===== src/rtl/job_sched_pkg.sv =====
// Shared types and helpers for the job scheduler: FSM encoding, result payload, index width.
package job_sched_pkg;

  localparam int unsigned NUM_REQ_MAX = 8;

  typedef enum logic [1:0] {
    S_IDLE  = 2'b00,
    S_ISSUE = 2'b01,
    S_WAIT  = 2'b11,
    S_DONE  = 2'b10
  } state_t;

  typedef struct packed {
    logic [3:0] a;
    logic       e;
  } job_result_t;

  function automatic int unsigned clog2(input int unsigned v);
    int unsigned r;
    r = 0;
    while ((32'd1 << r) < v) r++;
    if (r == 0) r = 1;
    return r;
  endfunction

endpackage


===== src/rtl/rr_arbiter.sv =====
// Combinational round-robin pick: first set request searching upward from rr_ptr+1.
module rr_arbiter
  import job_sched_pkg::*;
#(
  parameter int unsigned NUM_REQ = 4,
  parameter int unsigned IW      = clog2(NUM_REQ)
) (
  input  logic [NUM_REQ-1:0] req,
  input  logic [IW-1:0]      rr_ptr,
  output logic [NUM_REQ-1:0] grant_nxt_c,
  output logic [IW-1:0]      index_c,
  output logic               found_c
);

  int unsigned j;

  always_comb begin
    j       = 0;
    found_c = 1'b0;
    index_c = '0;
    for (int unsigned i = 1; i <= NUM_REQ; i++) begin
      j = (32'(rr_ptr) + i) % NUM_REQ;
      if (!found_c && req[IW'(j)]) begin
        found_c = 1'b1;
        index_c = IW'(j);
      end
    end
    grant_nxt_c = found_c ? (NUM_REQ'(1) << index_c) : '0;
  end

endmodule


===== src/rtl/rtl_job_scheduler.sv =====
// Round-robin job scheduler sharing one Start/A/E/F datapath among NUM_REQ requesters.
// Optional WAIT watchdog enabled by defining JOB_SCHED_TIMEOUT_EN.
module rtl_job_scheduler
  import job_sched_pkg::*;
#(
  parameter int unsigned NUM_REQ     = 4,
  parameter int unsigned TIMEOUT_CYC = 32
) (
  input  logic               clock,
  input  logic               reset_b,
  input  logic [NUM_REQ-1:0] req,
  output logic [NUM_REQ-1:0] grant,
  output logic               done,
  output logic [3:0]         result_a,
  output logic               result_e,
  output logic               err,
  output logic               busy,
  output logic               dp_start,
  input  logic [3:0]         dp_a,
  input  logic               dp_e,
  input  logic               dp_f
);

  localparam int unsigned IW = clog2(NUM_REQ);

  state_t             state, state_nxt;
  logic [IW-1:0]      rr_ptr, rr_ptr_nxt, gnt_idx, gnt_idx_nxt, arb_idx;
  logic [NUM_REQ-1:0] arb_grant, grant_nxt;
  logic               arb_found;
  logic               done_nxt, err_nxt, busy_nxt, dp_start_nxt;
  job_result_t        res, res_nxt;
  logic               wd_expired;

  rr_arbiter #(.NUM_REQ(NUM_REQ), .IW(IW)) u_arb (
    .req         (req),
    .rr_ptr      (rr_ptr),
    .grant_nxt_c (arb_grant),
    .index_c     (arb_idx),
    .found_c     (arb_found)
  );

`ifdef JOB_SCHED_TIMEOUT_EN
  // Watchdog: cleared while issuing, counts every WAIT cycle.
  logic [5:0] wd_cnt, wd_cnt_nxt;

  always_comb begin
    wd_cnt_nxt = wd_cnt;
    if (state == S_ISSUE) wd_cnt_nxt = '0;
    else if (state == S_WAIT) wd_cnt_nxt = wd_cnt + 6'd1;
  end

  always_ff @(posedge clock or negedge reset_b) begin
    if (!reset_b) wd_cnt <= '0;
    else          wd_cnt <= wd_cnt_nxt;
  end

  assign wd_expired = (state == S_WAIT) && (wd_cnt == 6'(TIMEOUT_CYC - 1));
`else
  logic unused_timeout;
  assign unused_timeout = ^32'(TIMEOUT_CYC);
  assign wd_expired     = 1'b0;
`endif

  always_ff @(posedge clock or negedge reset_b) begin
    if (!reset_b) state <= S_IDLE;
    else          state <= state_nxt;
  end

  always_comb begin
    state_nxt = state;
    case (state)
      S_IDLE:  if (arb_found) state_nxt = S_ISSUE;
      S_ISSUE: state_nxt = S_WAIT;
      S_WAIT:  if (dp_f || wd_expired) state_nxt = S_DONE;
      S_DONE:  state_nxt = S_IDLE;
      default: state_nxt = S_IDLE;
    endcase
  end

  // Next values of the registered outputs; dp_f is only looked at in WAIT.
  always_comb begin
    grant_nxt    = grant;
    gnt_idx_nxt  = gnt_idx;
    rr_ptr_nxt   = rr_ptr;
    res_nxt      = res;
    done_nxt     = 1'b0;
    err_nxt      = 1'b0;
    dp_start_nxt = 1'b0;
    case (state)
      S_IDLE: begin
        if (arb_found) begin
          grant_nxt    = arb_grant;
          gnt_idx_nxt  = arb_idx;
          dp_start_nxt = 1'b1;
        end
      end
      S_ISSUE: rr_ptr_nxt = gnt_idx;
      S_WAIT: begin
        if (dp_f) begin
          res_nxt  = '{a: dp_a, e: dp_e};
          done_nxt = 1'b1;
        end else if (wd_expired) begin
          res_nxt  = '0;
          done_nxt = 1'b1;
          err_nxt  = 1'b1;
        end
      end
      S_DONE:  grant_nxt = '0;
      default: grant_nxt = '0;
    endcase
    busy_nxt = (state_nxt != S_IDLE);
  end

  always_ff @(posedge clock or negedge reset_b) begin
    if (!reset_b) begin
      grant    <= '0;
      gnt_idx  <= '0;
      rr_ptr   <= IW'(NUM_REQ - 1);
      res      <= '0;
      done     <= 1'b0;
      err      <= 1'b0;
      busy     <= 1'b0;
      dp_start <= 1'b0;
    end else begin
      grant    <= grant_nxt;
      gnt_idx  <= gnt_idx_nxt;
      rr_ptr   <= rr_ptr_nxt;
      res      <= res_nxt;
      done     <= done_nxt;
      err      <= err_nxt;
      busy     <= busy_nxt;
      dp_start <= dp_start_nxt;
    end
  end

  assign result_a = res.a;
  assign result_e = res.e;

endmodule


===== config.mk =====
export PLATFORM = sky130hd
export DESIGN_NAME = rtl_job_scheduler
export DESIGN_NICKNAME = d
export VERILOG_FILES = /design/src/rtl/job_sched_pkg.sv /design/src/rtl/rr_arbiter.sv /design/src/rtl/rtl_job_scheduler.sv
export SDC_FILE = /design/constraint.sdc
export NUM_CORES = 1
export LEC_CHECK = 0
export BUFFER_PORTS_ARGS = -buffer_cell sky130_fd_sc_hd__buf_4
export CAP_MARGIN = 0
export CORE_UTILIZATION = 35
export CTS_CLUSTER_DIAMETER = 120
export DETAILED_ROUTE_END_ITERATION = 7
export SETUP_SLACK_MARGIN = 0.15
export SLEW_MARGIN = 30
export SYNTH_ARGS = -nofsm -noshare
export SYNTH_HDL_FRONTEND = slang
export SYNTH_SLANG_ARGS = --single-unit

===== constraint.sdc =====
create_clock -name clock -period 1.71 [get_ports clock]
set_clock_uncertainty 0.2 [all_clocks]
set_input_delay 0.0855 -clock clock [delete_from_list [all_inputs] [get_ports clock]]
set_output_delay 0.0855 -clock clock [all_outputs]
set_load 0.005 [all_outputs]

==> key figures, run 1 <==
Place
  – Routability Congestion: 0.7535
  – Post-Place Worst Slack: 0.1433 ns
  – HPWL Detailed: 1092 um
  – PortBufs: 23

Clock tree
  – Total CTS buffers: 3
  – Clk pin slew, worst setup/hold paths: 0.10 ns
  – H-tree levels: 1
  – CTS tree: built
  – Root Driver: clkbuf_4
  – Sink Count: 18
  – Longest Clk Path Bufs: 2
  – Worst skew pair latency: 0.29 ns

Setup path
  – Data arrival, critical path: 1.56 ns
  – Critical Path RT: 1.68 ns
  – Max FO, Critical Path: 6
  – Reg2Reg Depth: 4
  – RR Startpoint: rr_ptr[0]
  – Worst reg-to-reg setup slack: 0.12 ns
  – Critical R2R Capture: grant[1]
  – CP Class: flip-flop to flip-flop
  – Crit start category: flip-flop
  – Kind of end point of the critical path: flip-flop

Finish
  – Nets: 113
  – Fin util: 57.23%
  – Most common cell after layout, fill and taps aside: buf_4
  – Filler instances: 188
  – Syn-to-layout area delta: 48.96%
  – N_diodes: 0
  – Share of cells above drive strength 1: 51.00%
  – Most frequent cells in the layout: 26 x buf_4, 16 x dfrtp_1, 8 x dlygate4sd3_1, 7 x mux2_2, 5 x nand2_1

Timing
  – Final number of hold-violating endpoints: 0
  – Total Neg Setup Slack: 0 ns
  – RSZ-0062 raised after global routing: yes
  – Max frequency: 630.8 MHz
  – Max-slew violation count: 0
  – Worst setup margin: 0.1247 ns
  – Worst hold margin: 0.009817 ns
  – Fin crit share: 92.71%
  – Final setup violation count: 0
  – Fin crit period: 1.585 ns

Hold path
  – Worst Hold End: gnt_idx[0]
  – Worst min path class: input port to flip-flop
  – Hold wc startpoint: req[2]
  – Hold Path Depth: 3

Synthesis
  – Ys Warns: 0
  – Synthesized instance count: 64
  – Syn Area/Cell: 12.26 um2
  – Sequential area share after synthesis: 57.74%
  – Post-synthesis cell area: 784.5 um2
  – Unique masters post-synth: 27
  – Syn_nets: 76
  – Yosys reg bits: 18

Route
  – DRC Markers: 0
  – Total iterations of the first detailed-routing run: 4
  – Vias: 615
  – ANT nets after route: 0
  – 1st-iter DRT viols: 2
  – Via density: 4.843
  – Final WL: 1574 um
  – DR WL/cell: 12.39 um

Global routing
  – Global Route Usage Sum: 13.96%
  – First-pass GRT wire length: 2511 um
  – Pin count of the biggest net entering global routing: 19
  – Overflow left after global routing: 0
  – Initial antenna violation count: 0
  – Vias in the first global route: 567

Die
  – Core box area: 2042 um2
  – Initial core utilization: 38.42%
  – Std-Cell Rows: 16
  – Die Span X: 49.35 um
  – # IOs: 25
  – Die area: 2435 um2
  – Die height: 49.35 um

Pwr
  – Power per Cell Area: 1538 nW/um2
  – Overall power: 1.797 mW
  – Max VDD drop: 0.8567 mV
  – Leakage: 0.5496 nW

Status
  – Outcome: complete, no violations

Job
  – Maxcap violations: 0
worst max path at each step:
stage	slack [ns]	endpoint	cells past startpoint	start
3_5_place_dp	0.14	grant[3]	4	rr_ptr[0]
2_1_floorplan	0.16	grant[2]	3	state[0]
6_report	0.12	grant[1]	4	rr_ptr[0]
4_1_cts	0.16	grant[3]	3	rr_ptr[1]
3_3_place_gp	0.19	grant[3]	3	state[0]
5_1_grt	0.09	grant[0]	4	rr_ptr[0]
where the power goes:
group | leakage (nW) | switching, mW | internal (mW) | total [mW]
Clock | 0.0210 | 0.127 | 0.130 | 0.257
Sequential | 0.218 | 0.133 | 0.643 | 0.775
Combinational | 0.311 | 0.300 | 0.465 | 0.765
worst max-delay path: stages, from the launching register on:
cell and delay (ns):
dfstp_2 0.62, or2b_1 0.14, a21oi_2 0.08, o31ai_1 0.30, o21ai_0 0.13
repair_timing:
item                                   CTS  global route
buffers inserted                         0             0
setup endpoints to repair                3             6
pin swaps                                1             5
endpoints found under the hold margin   24             0
hold buffers                             8             0
gates cloned                             0             0
resized for setup                        1            11
synthesized netlist by cell type:
master	n	area share (%)
conb_1	1	0.48
inv_1	2	0.96
a21o_1	3	2.9
dfrtp_1	16	51
o221a_2	1	1.4
a22o_1	2	2.2
nor2_1	1	0.48
o221ai_1	1	1.1
clkbuf_1	1	0.48
o31ai_1	1	0.96
nor3b_1	1	0.96
a21oi_1	2	1.3
dfstp_2	2	6.7
nor2b_1	2	1.6
o21ai_0	4	2.6
or2b_1	2	1.9
mux2_2	7	10
or2_1	1	0.80
nand3_1	1	0.64
mux2i_1	1	1.3
nor4_1	1	0.80
a21boi_1	1	0.96
or3_4	1	1.4
nor4_4	1	2.7
buf_4	1	0.96
inv_2	1	0.48
nand2_1	6	2.9
per-layer routing:
| metal | vias to the layer above | GRT usage, % | share of wire [%] |
|---|---|---|---|
| met3 | 6 | 2.804 | 3.7 |
| met5 | - | 0 | 0 |
| met4 | 0 | 8.824 | 2.9 |
| met1 | 296 | 16.01 | 42 |
| met2 | 15 | 23.52 | 52 |
| li1 | 298 | - | - |
cells by family after synthesis:
| logic type | Yosys count | share of synthesized area [%] |
|---|---|---|
| AOI/OAI and AO/OA | 15 | 13.40 |
| buffers and inverters | 5 | 2.871 |
| DFF | 18 | 57.73 |
| muxes | 8 | 11.32 |
| other | 1 | 0.4780 |
| and+or+nand+nor | 17 | 14.19 |
registers in the layout, indices dropped and copies added, names as in the netlist:
register and count:
done 1, grant 4, state 2, result_a 4, gnt_idx 2, rr_ptr 2
result_e 1, dp_start 1, busy 1
layout make-up:
class | instances | area, um2 | share of cell area (%)
timing repair buffer | 34 | 275.3 | 23.55
sequential | 18 | 452.9 | 38.76
multi-input combinational | 41 | 359.1 | 30.73
inverter | 3 | 11.26 | 0.9636
clock buffer | 4 | 36.28 | 3.105
tap | 27 | 33.78 | 2.891
stage by stage:
stage | instances | area, um2
floorplan | 64 | 784.5
finish | 127 | 1169
global route | 127 | 1169
global placement | 115 | 1002
detailed placement | 115 | 1002
CTS | 127 | 1122
Note: power is estimated with default switching activity, not from simulation.
==> run 2: changes to the inputs <==
ABC_AREA = 1   (was not set)
TNS_END_PERCENT = 5   (was not set)
==> key figures, run 2 <==
Route
  – Total iterations of the first detailed-routing run: 4 (unchanged)
  – DR WL/cell: 11.18 um (-9.8%)
  – Final WL: 2370 um (+51%)
  – ANT nets after route: 0 (unchanged)
  – 1st-iter DRT viols: 8 (+6)
  – DRC Markers: 0 (unchanged)
  – Top Metal Used: met4
  – M1 WL: 1026 um (+56%)
  – Routed wl met2: 1234 um (+52%)
  – Vias: 998 (+62%)
  – Metal3 WL: 57 um (-1.7%)
  – Via density: 4.708 (-2.8%)

Timing
  – Max frequency: 524.9 MHz (-17%)
  – Worst-margin pin slew: 0.7132 ns
  – Worst setup margin: -0.1952 ns (-0.3199 ns)
  – Final setup violation count: 9 (+9)
  – RSZ-0062 raised after global routing: yes
  – Fin crit share: 111.4% (+19 points)
  – Max_slew headroom: 52.45%
  – Total Neg Setup Slack: -1.381 ns (-1.381 ns)
  – Max-slew violation count: 0 (unchanged)
  – Fin crit period: 1.905 ns (+0.3199 ns)
  – Final number of hold-violating endpoints: 0 (unchanged)

Setup path
  – Buffers & Inverters on Critical Path: 2 (+2)
  – Crit start category: flip-flop
  – CP Class: flip-flop to flip-flop
  – Critical Path RT: 1.69 ns (about the same)
  – Worst path max stage delay: 0.60 ns (-0.02 ns)
  – Worst path cell trace: buf_4, nand2_1, nand2_4, nand2_4, nand2_4, nor2_8, nand4_4, nand2_4, buf_4, nand2_1, o21ai_1
  – Max FO, Critical Path: 5 (-1)
  – Crit-path leading delay family: simple AND/OR/NAND/NOR gates
  – Kind of end point of the critical path: flip-flop
  – Data arrival, critical path: 1.89 ns (+0.33 ns)
  – CP dominant cell by count: nand2_4
  – Slowest stage cell, crit path: dfstp_2

Status
  – Outcome: finished with violations
  – Failing checks: setup timing

Synthesis
  – Most frequent cells after synthesis: 55 x nand2_1, 16 x dfrtp_1, 11 x nand3_1, 9 x nand2_2
  – Synthesized instance count: 135 (+110%)
  – Synth top area share: 38.74% (-12 points)
  – Post-synth ARST share: 100.0% (unchanged)
  – Cell taking the most area after synthesis: dfrtp_1
  – Post-synth EDFFs: 0 (unchanged)
  – Synth top area cells: dfrtp_1 39%, nand2_1 20%, nand2_2 5.4%, nand3_1 5.3%, dfstp_2 5.1%
  – Post-synthesis cell area: 1033 um2 (+32%)
  – Unique masters post-synth: 22 (-19%)
  – Syn Area/Cell: 7.655 um2 (-38%)
  – Sequential area share after synthesis: 43.83% (-14 points)
  – Ys Warns: 0 (unchanged)
  – Syn_nets: 147 (+93%)
  – Ys flop type: dfrtp_1
  – Count leader, synth: nand2_1
  – Yosys reg bits: 18 (unchanged)

Finish
  – Fin util: 55.42% (-1.8 points)
  – Most common cell after layout, fill and taps aside: nand2_1
  – Non-Filler Instances: 212 (+67%)
  – Filler instances: 244 (+30%)
  – Area of the multi-input gates: 576.8 um2 (+61%)
  – Share of cells above drive strength 1: 43.09% (-7.9 points)
  – Syn-to-layout area delta: 49.15%
  – FF/Latch Area: 452.9 um2 (unchanged)
  – Most frequent cells in the layout: 47 x nand2_1, 36 x buf_4, 16 x dfrtp_1, 11 x nand2_2
  – N_diodes: 0 (unchanged)
  – Nets: 194 (+72%)

Die
  – Std-Cell Rows: 19 (+3)
  – Initial core utilization: 37.16% (-1.3 points)
  – Die area: 3174 um2 (+30%)
  – Die Span X: 56.34 um (+14%)
  – # IOs: 25 (unchanged)
  – Core box area: 2781 um2 (+36%)
  – Die height: 56.34 um (+14%)

Pwr
  – Sw Ratio: 45.48% (+14 points)
  – Part of the power in registers: 25.5% (-18 points)
  – Max VDD drop: 1.346 mV (+57%)
  – Overall power: 2.984 mW (+66%)
  – Power per Cell Area: 1936 nW/um2 (+26%)
  – Comb pwr share: 66.0% (+23 points)
  – Pint: 1.627 mW (+32%)
  – Leakage: 0.8404 nW (+53%)
  – Clock power frac: 8.6% (-5.7 points)
  – Switching power: 1.357 mW (+140%)

Clock tree
  – Total CTS buffers: 3 (unchanged)
  – CTS tree: built
  – Sink Count: 18 (unchanged)
  – Longest Clk Path Bufs: 2 (unchanged)
  – Root Driver: clkbuf_4
  – Clk pin slew, worst setup/hold paths: 0.10 ns (about the same)
  – Worst skew pair latency: 0.29 ns (about the same)
  – H-tree levels: 1 (unchanged)

Global routing
  – Pin count of the biggest net entering global routing: 17 (-2)
  – First-pass GRT wire length: 3933 um (+57%)
  – Initial antenna violation count: 0 (unchanged)
  – Overflow left after global routing: 0 (unchanged)
  – Vias in the first global route: 950 (+68%)
  – Global Route Usage Sum: 15.81% (+1.8 points)

Place
  – PortBufs: 23 (unchanged)
  – Routability Congestion: 0.7887 (+4.7%)
  – Post-Place Worst Slack: -0.1907 ns (-0.3339 ns)
  – Placed insts: 194 (+69%)
  – HPWL Detailed: 1572 um (+44%)

Hold path
  – Worst min path class: input port to async pin

Job
  – Maxcap violations: 0 (unchanged)
## run 2: changes by cell type after synthesis, moves of 3 or more
cell,delta
nand2_4,+3
o21ai_0,-3
inv_1,+6
inv_2,+3
mux2_2,-7
nand2_1,+49
nand4_1,+3
nor2_1,+7
nand3_1,+10
a21o_1,-3
nand2_2,+9
## run 2: per-stage QoR
stage               cell area [um2]  hold WS [ns]
global route                   1541       0.07808
detailed placement             1284       -0.2343
floorplan                      1039       -0.4101
global placement               1284       -0.2371
CTS                            1450       0.06863
finish                         1541       0.09225
## run 2: worst register-to-register path, delay by kind of cell, from the launching register on
family | cells | cell delay, ns
buffers and inverters | 2 | 0.28
AO/OA/AOI/OAI | 1 | 0.06
AND/OR/NAND/NOR | 8 | 0.66
flip-flops | 1 | 0.60
## run 2: path summary, 6_finish.rpt
kind	start	to	slack [ns]	depth (start not counted)
max in group asynchronous	reset_b	grant[0]	0.47	3
hold / removal	reset_b	rr_ptr[1]	0.09	2
hold reg to reg	state[0]	state[1]	0.25	0
setup / recovery	rr_ptr[0]	gnt_idx[1]	-0.20	11
min in group clock	req[3]	grant[0]	0.25	8
setup reg to reg	rr_ptr[0]	gnt_idx[1]	-0.20	11
## run 2: area by class of cell
| cell class | instances | area share (%) |
|---|---|---|
| Inverter | 12 | 3.409 |
| Multi-Input combinational cell | 101 | 37.42 |
| Tap cell | 31 | 2.516 |
| Timing Repair Buffer | 46 | 24.92 |
| Clock buffer | 4 | 2.354 |
| Sequential cell | 18 | 29.38 |
## run 2: power by group through the flow
stage          logic [mW]  registers, mW  clock network (mW)
6_report             1.97          0.760               0.256
5_1_grt              2.18          0.782               0.286
4_1_cts              1.73          0.742               0.268
3_5_place_dp         1.58          0.764                   0
3_3_place_gp         1.56          0.759                   0
2_1_floorplan        1.12          0.737                   0
## run 2: what timing repair did
item,in CTS,in global routing
resized for setup,4,21
endpoints found under the hold margin,25,0
pin swaps,2,9
buffers inserted,4,2
hold buffers,8,0
setup endpoints to repair,9,25
## run 2: cells by family after synthesis
family | share of synthesized area (%)
other | 0.3628
buffers and inverters | 7.627
and+or+nand+nor | 44.07
AOI/OAI and AO/OA | 4.116
DFF | 43.83
## run 2: per-layer routing
layer / global-route usage, % / up-vias
met5: 0 / -
met4: 6.620 / 0
met3: 2.074 / 6
met2: 28.57 / 21
met1: 18.71 / 459
li1: - / 512
==> run 3: changes to the inputs <==
ABC_AREA = not set   (was 1)
CORE_UTILIZATION = 48   (was 35)
PLACE_DENSITY = 0.76   (was not set)
REMOVE_ABC_BUFFERS = 1   (was not set)
==> key figures, run 3 (synthesis results as in run 1) <==
Timing
  – Total Neg Setup Slack: 0 ns (+1.381 ns)
  – Max-slew violation count: 0 (unchanged)
  – Fin crit share: 90.39% (-21 points)
  – RSZ-0062 raised after global routing: yes
  – Fin crit period: 1.546 ns (-0.3594 ns)
  – Final setup violation count: 0 (-9)
  – Max frequency: 646.9 MHz (+23%)
  – Worst setup margin: 0.1642 ns (+0.3594 ns)
  – Final number of hold-violating endpoints: 0 (unchanged)

Finish
  – Syn-to-layout area delta: 45.77%
  – Filler instances: 109 (-55%)
  – Most common cell after layout, fill and taps aside: buf_4
  – Most frequent cells in the layout: 27 x buf_4, 16 x dfrtp_1, 9 x dlygate4sd3_1, 7 x mux2_2, 6 x nand2_1
  – Nets: 115 (-41%)
  – N_diodes: 0 (unchanged)
  – Share of cells above drive strength 1: 49.02% (+5.9 points)

Setup path
  – Worst Setup SP: rr_ptr[0]
  – Max FO, Critical Path: 5 (unchanged)
  – Critical Path RT: 1.74 ns (+0.05 ns)
  – Data arrival, critical path: 1.58 ns (-0.31 ns)
  – CP Capture Point: grant[3]
  – RR Startpoint: rr_ptr[0]
  – Crit start category: flip-flop
  – Kind of end point of the critical path: flip-flop
  – Reg2Reg Depth: 4 (-7)
  – CP Class: flip-flop to flip-flop
  – Critical R2R Capture: grant[3]
  – Worst reg-to-reg setup slack: 0.16 ns (+0.36 ns)

Place
  – Post-Place Worst Slack: 0.1344 ns (+0.3250 ns)
  – Routability Congestion: 0.7877 (-0.13%)
  – HPWL Detailed: 1115 um (-29%)
  – PortBufs: 23 (unchanged)

Global routing
  – First-pass GRT wire length: 2732 um (-31%)
  – Pin count of the biggest net entering global routing: 11 (-6)
  – Initial antenna violation count: 0 (unchanged)
  – Vias in the first global route: 600 (-37%)
  – Overflow left after global routing: 0 (unchanged)
  – Global Route Usage Sum: 21.37% (+5.6 points)

Clock tree
  – CTS tree: built
  – Longest Clk Path Bufs: 2 (unchanged)
  – Sink Count: 18 (unchanged)
  – Clk pin slew, worst setup/hold paths: 0.10 ns (about the same)
  – H-tree levels: 1 (unchanged)
  – Total CTS buffers: 3 (unchanged)
  – Worst skew pair latency: 0.29 ns (about the same)
  – Root Driver: clkbuf_4

Route
  – DR WL/cell: 14.69 um (+31%)
  – Vias: 631 (-37%)
  – Total iterations of the first detailed-routing run: 4 (unchanged)
  – ANT nets after route: 0 (unchanged)
  – Via density: 5.347 (+14%)
  – 1st-iter DRT viols: 14 (+6)
  – Final WL: 1734 um (-27%)
  – DRC Markers: 0 (unchanged)

Die
  – Core box area: 1524 um2 (-45%)
  – Die height: 42.43 um (-25%)
  – Die area: 1800 um2 (-43%)
  – # IOs: 25 (unchanged)
  – Std-Cell Rows: 14 (-5)
  – Initial core utilization: 51.48% (+14 points)
  – Die Span X: 42.43 um (-25%)

Status
  – Outcome: complete, no violations

Pwr
  – Leakage: 0.5440 nW (-35%)
  – Max VDD drop: 0.8680 mV (-36%)
  – Power per Cell Area: 1548 nW/um2 (-20%)

Job
  – Maxcap violations: 0 (unchanged)

Hold path
  – Worst min path class: input port to flip-flop
run 3: changes by cell type in the layout (fill, tap and decap cells not counted), moves of 3 or more:
cell / previous run / this run
nor2_1: 5 / 1
nand3_1: 9 / 1
nand2_4: 9 / 0
nor2_2: 3 / 0
buf_4: 36 / 27
a21o_1: 0 / 3
nand4_1: 3 / 0
inv_1: 8 / 2
inv_4: 3 / 0
nand2_1: 47 / 6
mux2_2: 0 / 7
nand2_2: 11 / 0
run 3: area by class of cell:
| type | instances | area (um2) | area share, % |
|---|---|---|---|
| clock buffers | 4 | 26.28 | 2.298 |
| inverters | 3 | 11.26 | 0.9847 |
| multi-input cells | 41 | 340.3 | 29.76 |
| flip-flops and latches | 18 | 452.9 | 39.61 |
| well taps | 16 | 20.02 | 1.751 |
| repair buffers | 36 | 292.8 | 25.60 |
run 3: repair_timing:
item / in CTS / in global routing
buffers inserted: 0 / 1
pin swaps: 1 / 3
endpoints found under the setup margin: 4 / 7
endpoints found under the hold margin: 24 / 0
gates resized for setup: 0 / 9
hold buffers: 9 / 0
run 3: worst min path at each step:
| stage | start | endpoint | slack (ns) | depth (start not counted) |
|---|---|---|---|---|
| after floorplan | reset_b | busy | -0.41 | 0 |
| after global placement | reset_b | result_e | -0.24 | 1 |
| after detailed placement | reset_b | result_a[0] | -0.24 | 1 |
| after CTS | req[2] | grant[1] | 0.04 | 3 |
| after global routing | req[2] | grant[0] | 0.05 | 3 |
| final | req[2] | grant[0] | 0.04 | 3 |
run 3: through the flow:
step	hold WS (ns)	instance area (um2)	utilization [%]	std cells	power, mW
global route	0.04760	1144	75.04	118	1.887
detailed placement	-0.2376	988.4	64.86	104	1.478
finish	0.03668	1144	75.04	118	1.770
CTS	0.03880	1105	72.50	117	1.705
global placement	-0.2410	988.4	64.86	104	1.448
floorplan	-0.4101	773.2	-	62	1.126
run 3: critical path, cell delays in order, from the launching register on:
cell and delay, ns:
dfstp_2 0.58, or2b_1 0.14, a21oi_2 0.09, nor4_4 0.29, a22o_1 0.18
run 3: routing by layer:
| layer | GRT usage (%) | up-vias | share of wire (%) |
|---|---|---|---|
| li1 | - | 300 | - |
| met1 | 28.45 | 310 | 40 |
| met2 | 34.15 | 19 | 54 |
| met3 | 2.586 | 2 | 5.0 |
| met4 | 11.25 | 0 | 0.58 |
| met5 | 0 | - | 0 |
run 3: where the power goes:
| part | leakage, nW | switching (mW) | internal, mW | total [mW] |
|---|---|---|---|---|
| Combinational | 0.312 | 0.324 | 0.462 | 0.787 |
| Clock | 0.0150 | 0.126 | 0.0906 | 0.217 |
| Sequential | 0.218 | 0.124 | 0.642 | 0.766 |
